$ cat src/rtl/mem_port_arbiter.sv
// Arbiter sharing one single-ported memory between instruction fetch (IF) and data (D) ports.
// Optional IF anti-starvation counter enabled by defining MEM_ARB_FAIRNESS_EN.
module mem_port_arbiter #(
  parameter int ADDR_WIDTH   = 32,
  parameter int STARVE_LIMIT = 4
) (
  input  logic                  clk,
  input  logic                  reset,
  input  logic                  if_req,
  input  logic [ADDR_WIDTH-1:0] if_addr,
  output logic                  if_gnt,
  output logic                  if_rvalid,
  output logic [31:0]           if_rdata,
  input  logic                  d_req,
  input  logic                  d_we,
  input  logic [ADDR_WIDTH-1:0] d_addr,
  input  logic [3:0]            d_wstrb,
  input  logic [31:0]           d_wdata,
  output logic                  d_gnt,
  output logic                  d_rvalid,
  output logic [31:0]           d_rdata,
  output logic                  mem_req,
  output logic                  mem_we,
  output logic [ADDR_WIDTH-1:0] mem_addr,
  output logic [3:0]            mem_wstrb,
  output logic [31:0]           mem_wdata,
  input  logic                  mem_ready,
  input  logic                  mem_rvalid,
  input  logic [31:0]           mem_rdata,
  output logic                  stall_read
);

  typedef enum logic [1:0] {IDLE, CMD, RESP, DONE} state_t;

  state_t state, state_nxt;
  logic   owner_d;   // 1 = data port owns the in-flight transaction
  logic   force_if;

`ifdef MEM_ARB_FAIRNESS_EN
  localparam int CW = $clog2(STARVE_LIMIT + 1);
  logic [CW-1:0] starve_cnt;

  // Counter cannot pass the limit: at the limit a waiting IF wins the next arbitration.
  always_ff @(posedge clk) begin
    if (reset || if_gnt || !if_req) starve_cnt <= '0;
    else if (d_gnt)                 starve_cnt <= starve_cnt + 1'b1;
  end

  assign force_if = if_req && (starve_cnt == CW'(STARVE_LIMIT));
`else
  assign force_if = 1'b0;
`endif

  // NOTE: sequential state uses non-blocking assignments so every flop samples pre-edge values.
  always_ff @(posedge clk) begin
    if (reset) state <= IDLE;
    else       state <= state_nxt;
  end

  // NOTE: every combinational output gets a default first so no latch is inferred.
  always_comb begin
    state_nxt = state;
    case (state)
      IDLE:    if (if_gnt || d_gnt) state_nxt = CMD;
      CMD:     if (mem_req && mem_ready) state_nxt = mem_we ? DONE : RESP;
      RESP:    if (mem_rvalid) state_nxt = IDLE;
      DONE:    state_nxt = IDLE;
      default: state_nxt = IDLE;
    endcase
  end

  // Grants only in IDLE; D beats IF unless the starvation limit forces an IF turn.
  always_comb begin
    if_gnt = 1'b0;
    d_gnt  = 1'b0;
    if (!reset && state == IDLE) begin
      d_gnt  = d_req && !force_if;
      if_gnt = if_req && !d_gnt;
    end
    stall_read = !reset && ((state != IDLE && owner_d) || (d_req && !d_gnt));
  end

  always_ff @(posedge clk) begin
    if (reset) begin
      owner_d   <= 1'b0;
      mem_req   <= 1'b0;
      mem_we    <= 1'b0;
      mem_addr  <= '0;
      mem_wstrb <= 4'h0;
      mem_wdata <= '0;
      if_rvalid <= 1'b0;
      if_rdata  <= '0;
      d_rvalid  <= 1'b0;
      d_rdata   <= '0;
    end else begin
      if_rvalid <= 1'b0;
      d_rvalid  <= 1'b0;
      case (state)
        IDLE: begin
          if (d_gnt) begin
            owner_d   <= 1'b1;
            mem_req   <= 1'b1;
            mem_we    <= d_we;
            mem_addr  <= {d_addr[ADDR_WIDTH-1:2], 2'b00};
            mem_wstrb <= d_we ? d_wstrb : 4'h0;
            mem_wdata <= d_we ? d_wdata : 32'h0;
          end else if (if_gnt) begin
            owner_d   <= 1'b0;
            mem_req   <= 1'b1;
            mem_we    <= 1'b0;
            mem_addr  <= {if_addr[ADDR_WIDTH-1:2], 2'b00};
            mem_wstrb <= 4'h0;
            mem_wdata <= 32'h0;
          end
        end
        CMD: if (mem_ready) mem_req <= 1'b0;
        RESP: begin
          if (mem_rvalid) begin
            if (owner_d) begin
              d_rvalid <= 1'b1;
              d_rdata  <= mem_rdata;
            end else begin
              if_rvalid <= 1'b1;
              if_rdata  <= mem_rdata;
            end
          end
        end
        DONE: begin
          d_rvalid <= 1'b1;
          d_rdata  <= 32'h0;
        end
        default: ;
      endcase
    end
  end

endmodule

$ cat config.mk
export PLATFORM = sky130hd
export DESIGN_NAME = mem_port_arbiter
export DESIGN_NICKNAME = d
export VERILOG_FILES = /design/src/rtl/mem_port_arbiter.sv
export SDC_FILE = /design/constraint.sdc
export NUM_CORES = 1
export LEC_CHECK = 0
export BUFFER_PORTS_ARGS = -buffer_cell sky130_fd_sc_hd__buf_2
export CAP_MARGIN = 0
export CORE_AREA = 2 2 107 109
export DETAILED_ROUTE_END_ITERATION = 12
export DIE_AREA = 0 0 109 111
export PLACE_DENSITY = 0.79
export SLEW_MARGIN = 10
export SYNTH_ARGS = -nofsm -noshare
export SYNTH_HDL_FRONTEND = slang
export SYNTH_SLANG_ARGS = --single-unit
$ cat constraint.sdc
create_clock -name clk -period 5 [get_ports clk]
set_input_delay 0.75 -clock clk [delete_from_list [all_inputs] [get_ports clk]]
set_output_delay 0.75 -clock clk [all_outputs]
set_load 0.02 [all_outputs]
== After elaboration in Yosys (flattened, before gate mapping) ==
Index checks and enable logic that the tools add are counted.

* Register bits: 139
* Input port bits: 139
* Output and inout bits: 139
* Word-level logic and storage cells: 74

* Eq/ne operators: 9
* Multiplexer cells: 29
* Bitwise operators: 3
* Reduce and logical (&&, ||, !) cells: 22

{| class="wikitable"
|+ Operators with widths
! operator !! number
|-
| $mux W32 || 7
|-
| $pmux W32 S2 || 1
|-
| $mux W1 || 12
|-
| $mux W4 || 3
|-
| $reduce_and A3 Y1 || 4
|-
| $ne A2 B2 Y1 const B || 5
|-
| $pmux W2 S4 || 1
|-
| $reduce_bool A2 Y1 || 4
|-
| $logic_and A1 B1 Y1 || 6
|-
| $mux W2 || 3
|-
| $eq A2 B2 Y1 const B || 2
|-
| $pmux W1 S2 || 2
|-
| $logic_not A1 Y1 || 3
|-
| $ne A3 B3 Y1 const B || 1
|-
| $not A1 Y1 || 3
|-
| $reduce_or A3 Y1 || 1
|-
| $eq A2 B1 Y1 const B || 1
|-
| $logic_not A2 Y1 || 1
|-
| $logic_or A1 B1 Y1 || 2
|-
| $reduce_and A2 Y1 || 1
|}

== Depth between registers and ports, before layout ==
Gate-level depths: netlist (run 1).

* Depth after elaboration: 7
* Depth in mapped cells: 6
* Depth with buffers taken out: 3

== Worst setup path before layout (run 1) ==
No wires, ideal clock.

* Kind: input -> output
* From: input port d_req
* To: output port if_gnt
* Arrival time: 1.930 ns
* Data required time: 4.250 ns
* Slack: 2.320 ns
* Cell stages on the path: 4
* Path buffers: 2
* Path through: or4b_2 > clkbuf_1 > buf_2 > nor2_1

* Word-level cells in the longest chain between the ends: 3

{| class="wikitable"
|+ Ends and longest elaborated chain
! what !! RTL line !! source
|-
| from (decl) || 14 || <nowiki>input logic d_req,</nowiki>
|-
| $logic_not A1 Y1 || 78 || <nowiki>if_gnt = if_req && !d_gnt;</nowiki>
|-
| $logic_and A1 B1 Y1 || 78 ||
|-
| $mux W1 || 76 || <nowiki>if (!reset && state == IDLE) begin</nowiki>
|-
| to (decl) || 11 || <nowiki>output logic if_gnt,</nowiki>
|}

No other way between the ends.

== Worst setup path in the final report (run 1) ==
* From: register state[0]
* To: output port if_gnt

* Word-level cells in the longest chain between the ends: 3

{| class="wikitable"
|+ Ends and longest elaborated chain
! what !! RTL line !! source
|-
| from (decl) || 35 || <nowiki>state_t state, state_nxt;</nowiki>
|-
| from (signal assigned) || 57 || <nowiki>else state <= state_nxt;</nowiki>
|-
| $logic_not A2 Y1 || 76 ||
|-
| $logic_and A1 B1 Y1 || 76 ||
|-
| $mux W1 || 76 ||
|}

No other way between the ends.

==> results of run 1 <==
==> per-layer routing <==
metal | GRT usage, % | up-vias | wire length, um
li1 | - | 2206 | -
met2 | 38.80 | 197 | 7008
met3 | 5.820 | 29 | 900
met1 | 23.89 | 2110 | 5192
met4 | 11.03 | 0 | 354
met5 | 0 | - | 0
==> cell usage in the layout (no fill, tap or decap) <==
cell type / Yosys / final
sky130_fd_sc_hd__a31oi_1: 1 / 1
sky130_fd_sc_hd__bufinv_16: 0 / 4
sky130_fd_sc_hd__a21o_1: 2 / 2
sky130_fd_sc_hd__nor3b_4: 1 / 1
sky130_fd_sc_hd__buf_4: 5 / 9
sky130_fd_sc_hd__clkbuf_16: 0 / 17
sky130_fd_sc_hd__nand4bb_1: 1 / 1
sky130_fd_sc_hd__nand3b_1: 1 / 1
sky130_fd_sc_hd__a21oi_2: 0 / 2
sky130_fd_sc_hd__conb_1: 1 / 2
sky130_fd_sc_hd__buf_2: 5 / 271
sky130_fd_sc_hd__nor3_1: 31 / 31
sky130_fd_sc_hd__clkinvlp_4: 0 / 2
sky130_fd_sc_hd__or4b_2: 1 / 1
sky130_fd_sc_hd__nor2_2: 0 / 1
sky130_fd_sc_hd__o21ai_0: 1 / 1
sky130_fd_sc_hd__clkinv_4: 0 / 2
sky130_fd_sc_hd__or3b_1: 1 / 1
sky130_fd_sc_hd__a22o_1: 68 / 68
sky130_fd_sc_hd__o22ai_1: 30 / 30
sky130_fd_sc_hd__diode_2: 0 / 1
sky130_fd_sc_hd__nor2b_1: 1 / 1
sky130_fd_sc_hd__nand2_1: 66 / 66
sky130_fd_sc_hd__or2_2: 1 / 1
sky130_fd_sc_hd__nor4bb_4: 0 / 1
sky130_fd_sc_hd__a21oi_1: 67 / 65
sky130_fd_sc_hd__nor3b_2: 0 / 1
sky130_fd_sc_hd__clkbuf_8: 0 / 2
sky130_fd_sc_hd__nor3b_1: 2 / 1
sky130_fd_sc_hd__and3b_1: 1 / 1
sky130_fd_sc_hd__clkinv_2: 0 / 4
sky130_fd_sc_hd__dfxtp_1: 137 / 137
sky130_fd_sc_hd__clkbuf_1: 33 / 1
sky130_fd_sc_hd__a21bo_2: 2 / 2
sky130_fd_sc_hd__nor2_1: 6 / 5
==> critical path, stage by stage (launching register included) <==
cell	delay, ns
sky130_fd_sc_hd__dfxtp_1	0.40
sky130_fd_sc_hd__or4b_2	1.03
sky130_fd_sc_hd__nor2_1	0.19
sky130_fd_sc_hd__buf_2	0.18
==> cells in the mapped netlist, drive strengths merged <==
master   instances  area, um^2
a21bo            2       20.02
a21o             2       15.01
a21oi           67       335.3
a22o            68       595.6
a31oi            1       6.260
and3b            1       8.760
buf             14       107.6
clkbuf          33       123.9
conb             1       3.750
dfxtp          137        2743
nand2           66       247.7
nand3b           1       7.510
nand4bb          1       11.26
nor2             6       22.52
nor2b            1       6.260
nor3            31       155.2
nor3b            3       33.78
nor4bb           1       10.01
o21ai            1       5.000
o22ai           30       187.7
or2              1       6.260
or3b             1       8.760
or4b             1       10.01
==> worst max-delay path by stage <==
| stage | start | end | slack (ns) | cells after the start |
|---|---|---|---|---|
| after floorplan | d_req | if_gnt | 2.32 | 4 |
| after global placement | d_req | if_gnt | 2.08 | 4 |
| after detailed placement | d_req | if_gnt | 2.04 | 4 |
| after CTS | state[0] | if_gnt | 1.99 | 3 |
| after global routing | state[0] | if_gnt | 1.91 | 3 |
| final | state[0] | if_gnt | 2.02 | 3 |
==> power groups by stage <==
stage	logic, W	clock network [W]	registers, W
after floorplan	0.000126	0	0.00124
after global placement	0.000294	0	0.00119
after detailed placement	0.000302	0	0.00119
after CTS	0.000302	0.00134	0.00116
after global routing	0.000325	0.00138	0.00117
final	0.000301	0.00131	0.00116
==> kinds of logic (layout without fill, tap and decap cells) <==
family                 count (synthesis)  after routing  share of synthesized area (%)
AND/OR/NAND/NOR                      114            114                          11.30
buffers and inverters                 47            312                          4.956
flip-flops                           137            137                          58.72
other                                  1              3                        0.08029
AO/OA/AOI/OAI                        171            171                          24.94
==> flip-flops by register name, indices dropped and copies added (netlist names) <==
name       flops
d_rdata       32
if_rdata      32
mem_wdata     32
mem_addr      30
mem_wstrb      4
state          2
d_rvalid       1
if_rvalid      1
mem_req        1
mem_we         1
owner_d        1
==> stage by stage <==
stage               hold slack, ns  power, W  utilization, %  cells
finish                      0.4507  0.002779           60.56    880
global route                0.4717  0.002878           60.56    880
CTS                         0.4550  0.002803           60.53    879
detailed placement          0.4474  0.001489           54.85    847
global placement            0.4400  0.001479           54.85    847
floorplan                   0.5341  0.001362               -    471
==> cell type report <==
class / count / area [um^2]
fill: 932 / 4369
clock inverter: 12 / 172.7
multi-input combinational: 287 / 1730
antenna: 1 / 2.502
clock buffer: 20 / 456.7
tap: 143 / 178.9
sequential: 137 / 2743
timing repair buffer: 280 / 1424
==> impl_metrics.py, run 1 <==
metrics = {
    "run_status": {
        "run_status": "finished, final reports clean",
    },
    "logic_synthesis": {
        "syn_area_per_cell_um2": 9.938,
        "ys_seq_elements": 137,
        "share_of_the_yosys_chip_area_belonging_to_registers_pct": 58.72,
        "gate_count_of_the_mapped_netlist": 470,
        "netlist_area_um2": 4671,
        "synth.yosys.warnings": 0,
        "synth_cell_types": 26,
    },
    "setup_path": {
        "ff2ff_setup_slack_ns": 3.05,
        "path_max_fanout": 31,
        "reg2regPathDepth": 5,
        "cp.required_ns": 4.25,
        "endpoint_kind": "primary output",
        "worst_r2r_startpoint": "state[0]",
        "startpoint_type": "register",
        "crit_type": "register to primary output",
        "worst_ep_arrival_time_ns": 2.23,
        "worstReg2RegEnd": "mem_wdata[26]",
    },
    "grt": {
        "global_route.overflow_total": 0,
        "grt_pass1_wl_mm": 20.98,
        "number_of_antenna_violations_at_the_first_check_in_global_routing": 1,
        "first_global_vias": 4417,
        "grt_start_max_net_pins": 41,
        "grtUsageTotal_pct": 22.04,
    },
    "clock_tree": {
        "holdBufCountCts": 0,
        "cts_tree": "yes",
        "cts_max_level": 4,
        "cts.root.buffer_cell": "sky130_fd_sc_hd__clkbuf_16",
        "clk_pin_slew_worst_paths_ns": 0.05,
        "ctsResizeCount": 0,
        "clk_path_buf_depth": 2,
        "clk_latency_ns": 0.41,
        "cts_setup_buffers": 0,
        "cts_num_sinks": 137,
        "tritoncts.num_buffers": 17,
    },
    "floorplan": {
        "fp.dieArea_um2": 12100,
        "die_span_y_um": 111,
        "core_area_um2": 11080,
        "initial_utilization_pct": 42.17,
        "ios": 278,
        "placementRows": 39,
        "dieWidth_um": 109,
    },
    "route": {
        "drtAntennaViolNets": 0,
        "totalWireLength_mm": 13.46,
        "routed-via-count": 4542,
        "initialDrtViolationCount": 252,
        "viasPerCell": 5.161,
        "drtPass1Iterations": 4,
        "wl_per_cell_um": 15.29,
        "drc_errors": 0,
    },
    "timing": {
        "hold_violations": 0,
        "max_slew.worst_pin.slew_ns": 0.7807,
        "timing.final.crit_period_ns": 2.980,
        "fin_setup_tns_ns": 0,
        "worst_clock_skew_ns": 0.003967,
        "rsz0062_at_grt": "no",
        "report.final.setup_viol": 0,
        "timing_max_transition_violations_final": 0,
        "max-slew-margin-rel_pct": 47.95,
        "post-route-period-util_pct": 59.59,
        "fmax_mhz": 335.6,
        "setup_slack_ns": 2.020,
    },
    "power_and_ir_drop": {
        "vdd.ir_drop.worst_uv": 236.5,
        "power_switching_w": 0.0006624,
        "combPwrFrac_pct": 10.8,
        "internal_power_w": 0.002117,
        "sequentialPowerShare_pct": 41.9,
        "clockPowerShare_pct": 47.3,
        "power_density_nw_per_um2": 414.3,
        "leakage_nw": 3.236,
        "switching_share_pct": 23.84,
    },
    "placed_design": {
        "place.detailed.hpwl_mm": 9.571,
        "place_ws_ns": 2.040,
        "port-buffer-count": 271,
        "placed_cell_area_um2": 6076,
        "place.gp.congestion": 0.8205,
    },
    "finish": {
        "finish.net_count": 862,
        "finish.instance_area_um2": 6708,
        "flow.area_growth_from_synthesis_pct": 43.61,
        "final_layout_size_suffix_gt1_share_pct": 43.61,
    },
    "hold_path": {
        "min_path_type": "register to register",
        "worst_hold_depth": 2,
        "hold_path.startpoint": "if_rdata[28]",
        "hold_path_end": "if_rdata[28]",
    },
    "job": {
        "timing.max_cap.violations": 0,
    },
}
(Power assumes the default switching activity.)
==> inputs of run 2 (changes only) <==
Settings changed: CORE_AREA 2 2 107 109 to 2 2 108 110, DIE_AREA 0 0 109 111 to 0 0 110 112, PLACE_DENSITY 0.79 to 0.78.
Clock period 5 ns to 3 ns, I/O delays scaled along.
==> impl_metrics.py, run 2 (synthesis results as in run 1) <==
metrics = {
    "route": {
        "wl_per_cell_um": 16.00,
        "routed-via-count": 4594,
        "drtAntennaViolNets": 0,
        "drc_errors": 0,
        "totalWireLength_mm": 14.07,
        "viasPerCell": 5.226,
        "drtPass1Iterations": 4,
        "initialDrtViolationCount": 350,
    },
    "setup_path": {
        "slowest_delay_ns": 0.69,
        "crit_family": "simple AND/OR/NAND/NOR gates",
        "cp.required_ns": 2.55,
        "path_max_fanout": 31,
        "startpoint_type": "register",
        "crit_type": "register to primary output",
        "critical_path_s_slowest_cell": "sky130_fd_sc_hd__or4b_2",
        "critPathLaunch": "state[0]",
        "buffer_and_inverter_count_on_the_worst_path": 2,
        "endpoint_kind": "primary output",
        "worst_ep_arrival_time_ns": 2.04,
        "worst_r2r_startpoint": "state[0]",
        "crit_path_cell_trace": "or4b_2 > buf_4 > nor2_1 > buf_2",
    },
    "timing": {
        "hold_violations": 0,
        "post-route-period-util_pct": 83.11,
        "max-slew-margin-rel_pct": 44.95,
        "timing.final.crit_period_ns": 2.493,
        "fmax_mhz": 401.1,
        "worst_clock_skew_ns": 0.008060,
        "fin_setup_tns_ns": 0,
        "rsz0062_at_grt": "no",
        "timing_max_transition_violations_final": 0,
        "report.final.setup_viol": 0,
        "max_slew.worst_pin.slew_ns": 0.8257,
    },
    "placed_design": {
        "place.gp.congestion": 0.8063,
        "placedCellCount": 848,
        "place.detailed.hpwl_mm": 9.887,
        "port-buffer-count": 271,
    },
    "power_and_ir_drop": {
        "sequentialPowerShare_pct": 43.1,
        "switching_share_pct": 24.68,
        "internal_power_w": 0.003390,
        "clockPowerShare_pct": 45.6,
        "power_switching_w": 0.001111,
        "vdd.ir_drop.worst_uv": 365.9,
        "combPwrFrac_pct": 11.2,
        "leakage_nw": 3.217,
        "power_density_nw_per_um2": 674.5,
    },
    "grt": {
        "grtUsageTotal_pct": 21.78,
        "grt_start_max_net_pins": 43,
        "grt_pass1_wl_mm": 20.90,
        "number_of_antenna_violations_at_the_first_check_in_global_routing": 0,
        "first_global_vias": 4453,
        "global_route.overflow_total": 0,
    },
    "floorplan": {
        "die_span_y_um": 112,
        "dieWidth_um": 110,
        "placementRows": 39,
        "initial_utilization_pct": 41.80,
        "core_area_um2": 11170,
        "fp.dieArea_um2": 12320,
        "ios": 278,
    },
    "clock_tree": {
        "cts_tree": "yes",
        "tritoncts.num_buffers": 17,
        "clk_latency_ns": 0.41,
        "clk_pin_slew_worst_paths_ns": 0.06,
        "cts_max_level": 4,
        "cts_num_sinks": 137,
        "holdBufCountCts": 0,
        "cts_setup_buffers": 0,
        "clk_path_buf_depth": 2,
        "cts.root.buffer_cell": "sky130_fd_sc_hd__clkbuf_16",
        "ctsResizeCount": 0,
    },
    "job": {
        "timing.max_cap.violations": 0,
    },
    "finish": {
        "sequential_cell_area_um2": 2743,
        "layout_top_registers": "d_rdata (32), if_rdata (32), mem_wdata (32)",
        "final_layout_size_suffix_gt1_share_pct": 43.48,
        "diodes": 0,
        "flow.area_growth_from_synthesis_pct": 42.86,
        "most-common-layout-cells": "sky130_fd_sc_hd__buf_2 (271), sky130_fd_sc_hd__dfxtp_1 (137), sky130_fd_sc_hd__a22o_1 (68)",
        "finish.net_count": 863,
        "post-route-util_pct": 59.71,
        "filler_cell_count": 987,
        "fin_cells": 879,
        "mostFrequentLayoutCell": "sky130_fd_sc_hd__buf_2",
        "multi_input_area_um2": 1730,
    },
    "hold_path": {
        "min_path_type": "input port to register",
        "hold_path.startpoint": "d_wdata[27]",
    },
    "run_status": {
        "run_status": "finished, final reports clean",
    },
}
## run 2: cell count changes in the layout (fill, tap and decap cells not counted)
cell | before | now
sky130_fd_sc_hd__clkbuf_8 | 2 | 3
sky130_fd_sc_hd__clkinv_2 | 4 | 1
sky130_fd_sc_hd__inv_6 | 0 | 2
sky130_fd_sc_hd__diode_2 | 1 | 0
sky130_fd_sc_hd__clkbuf_1 | 1 | 2
sky130_fd_sc_hd__bufinv_16 | 4 | 2
sky130_fd_sc_hd__buf_4 | 9 | 10
## run 2: final cells by class
type	instances	share of cell area (%)
Clock buffer	22	7.107
Tap cell	143	2.681
Multi-Input combinational cell	287	25.93
Clock inverter	9	1.725
Sequential cell	137	41.10
Timing Repair Buffer	281	21.45
## run 2: through the flow
step	total power, W	instance area, um^2	worst slack [ns]	hold slack [ns]
3_3_place_gp	0.002467	6083	0.8296	0.4411
3_5_place_dp	0.002485	6083	0.8393	0.4431
4_1_cts	0.004541	6673	0.5060	0.2408
2_1_floorplan	0.002271	4674	0.9121	0.5341
6_report	0.004501	6673	0.5067	0.2509
5_1_grt	0.004673	6673	0.4388	0.2382
## run 2: metal layers
| layer | part of all wire [%] | GRT usage, % | vias up |
|---|---|---|---|
| met2 | 51 | 38.00 | 194 |
| met4 | 3.4 | 9.958 | 0 |
| met5 | 0 | 0 | - |
| met1 | 39 | 23.49 | 2146 |
| li1 | - | - | 2218 |
| met3 | 7.4 | 7.084 | 36 |
## run 2: worst paths after layout
| kind | cells past startpoint | slack [ns] | to |
|---|---|---|---|
| setup reg to reg | 4 | 1.22 | mem_addr[15] |
| setup / recovery | 4 | 0.51 | if_gnt |
| hold / removal | 2 | 0.25 | mem_wdata[27] |
| hold reg to reg | 2 | 0.45 | if_rdata[7] |
## run 2: power groups by stage
stage / Sequential, W / Combinational, W / Clock (W)
2_1_floorplan: 0.00206 / 0.000210 / 0
3_3_place_gp: 0.00197 / 0.000492 / 0
3_5_place_dp: 0.00198 / 0.000506 / 0
4_1_cts: 0.00194 / 0.000508 / 0.00209
5_1_grt: 0.00195 / 0.000549 / 0.00217
6_report: 0.00194 / 0.000506 / 0.00205
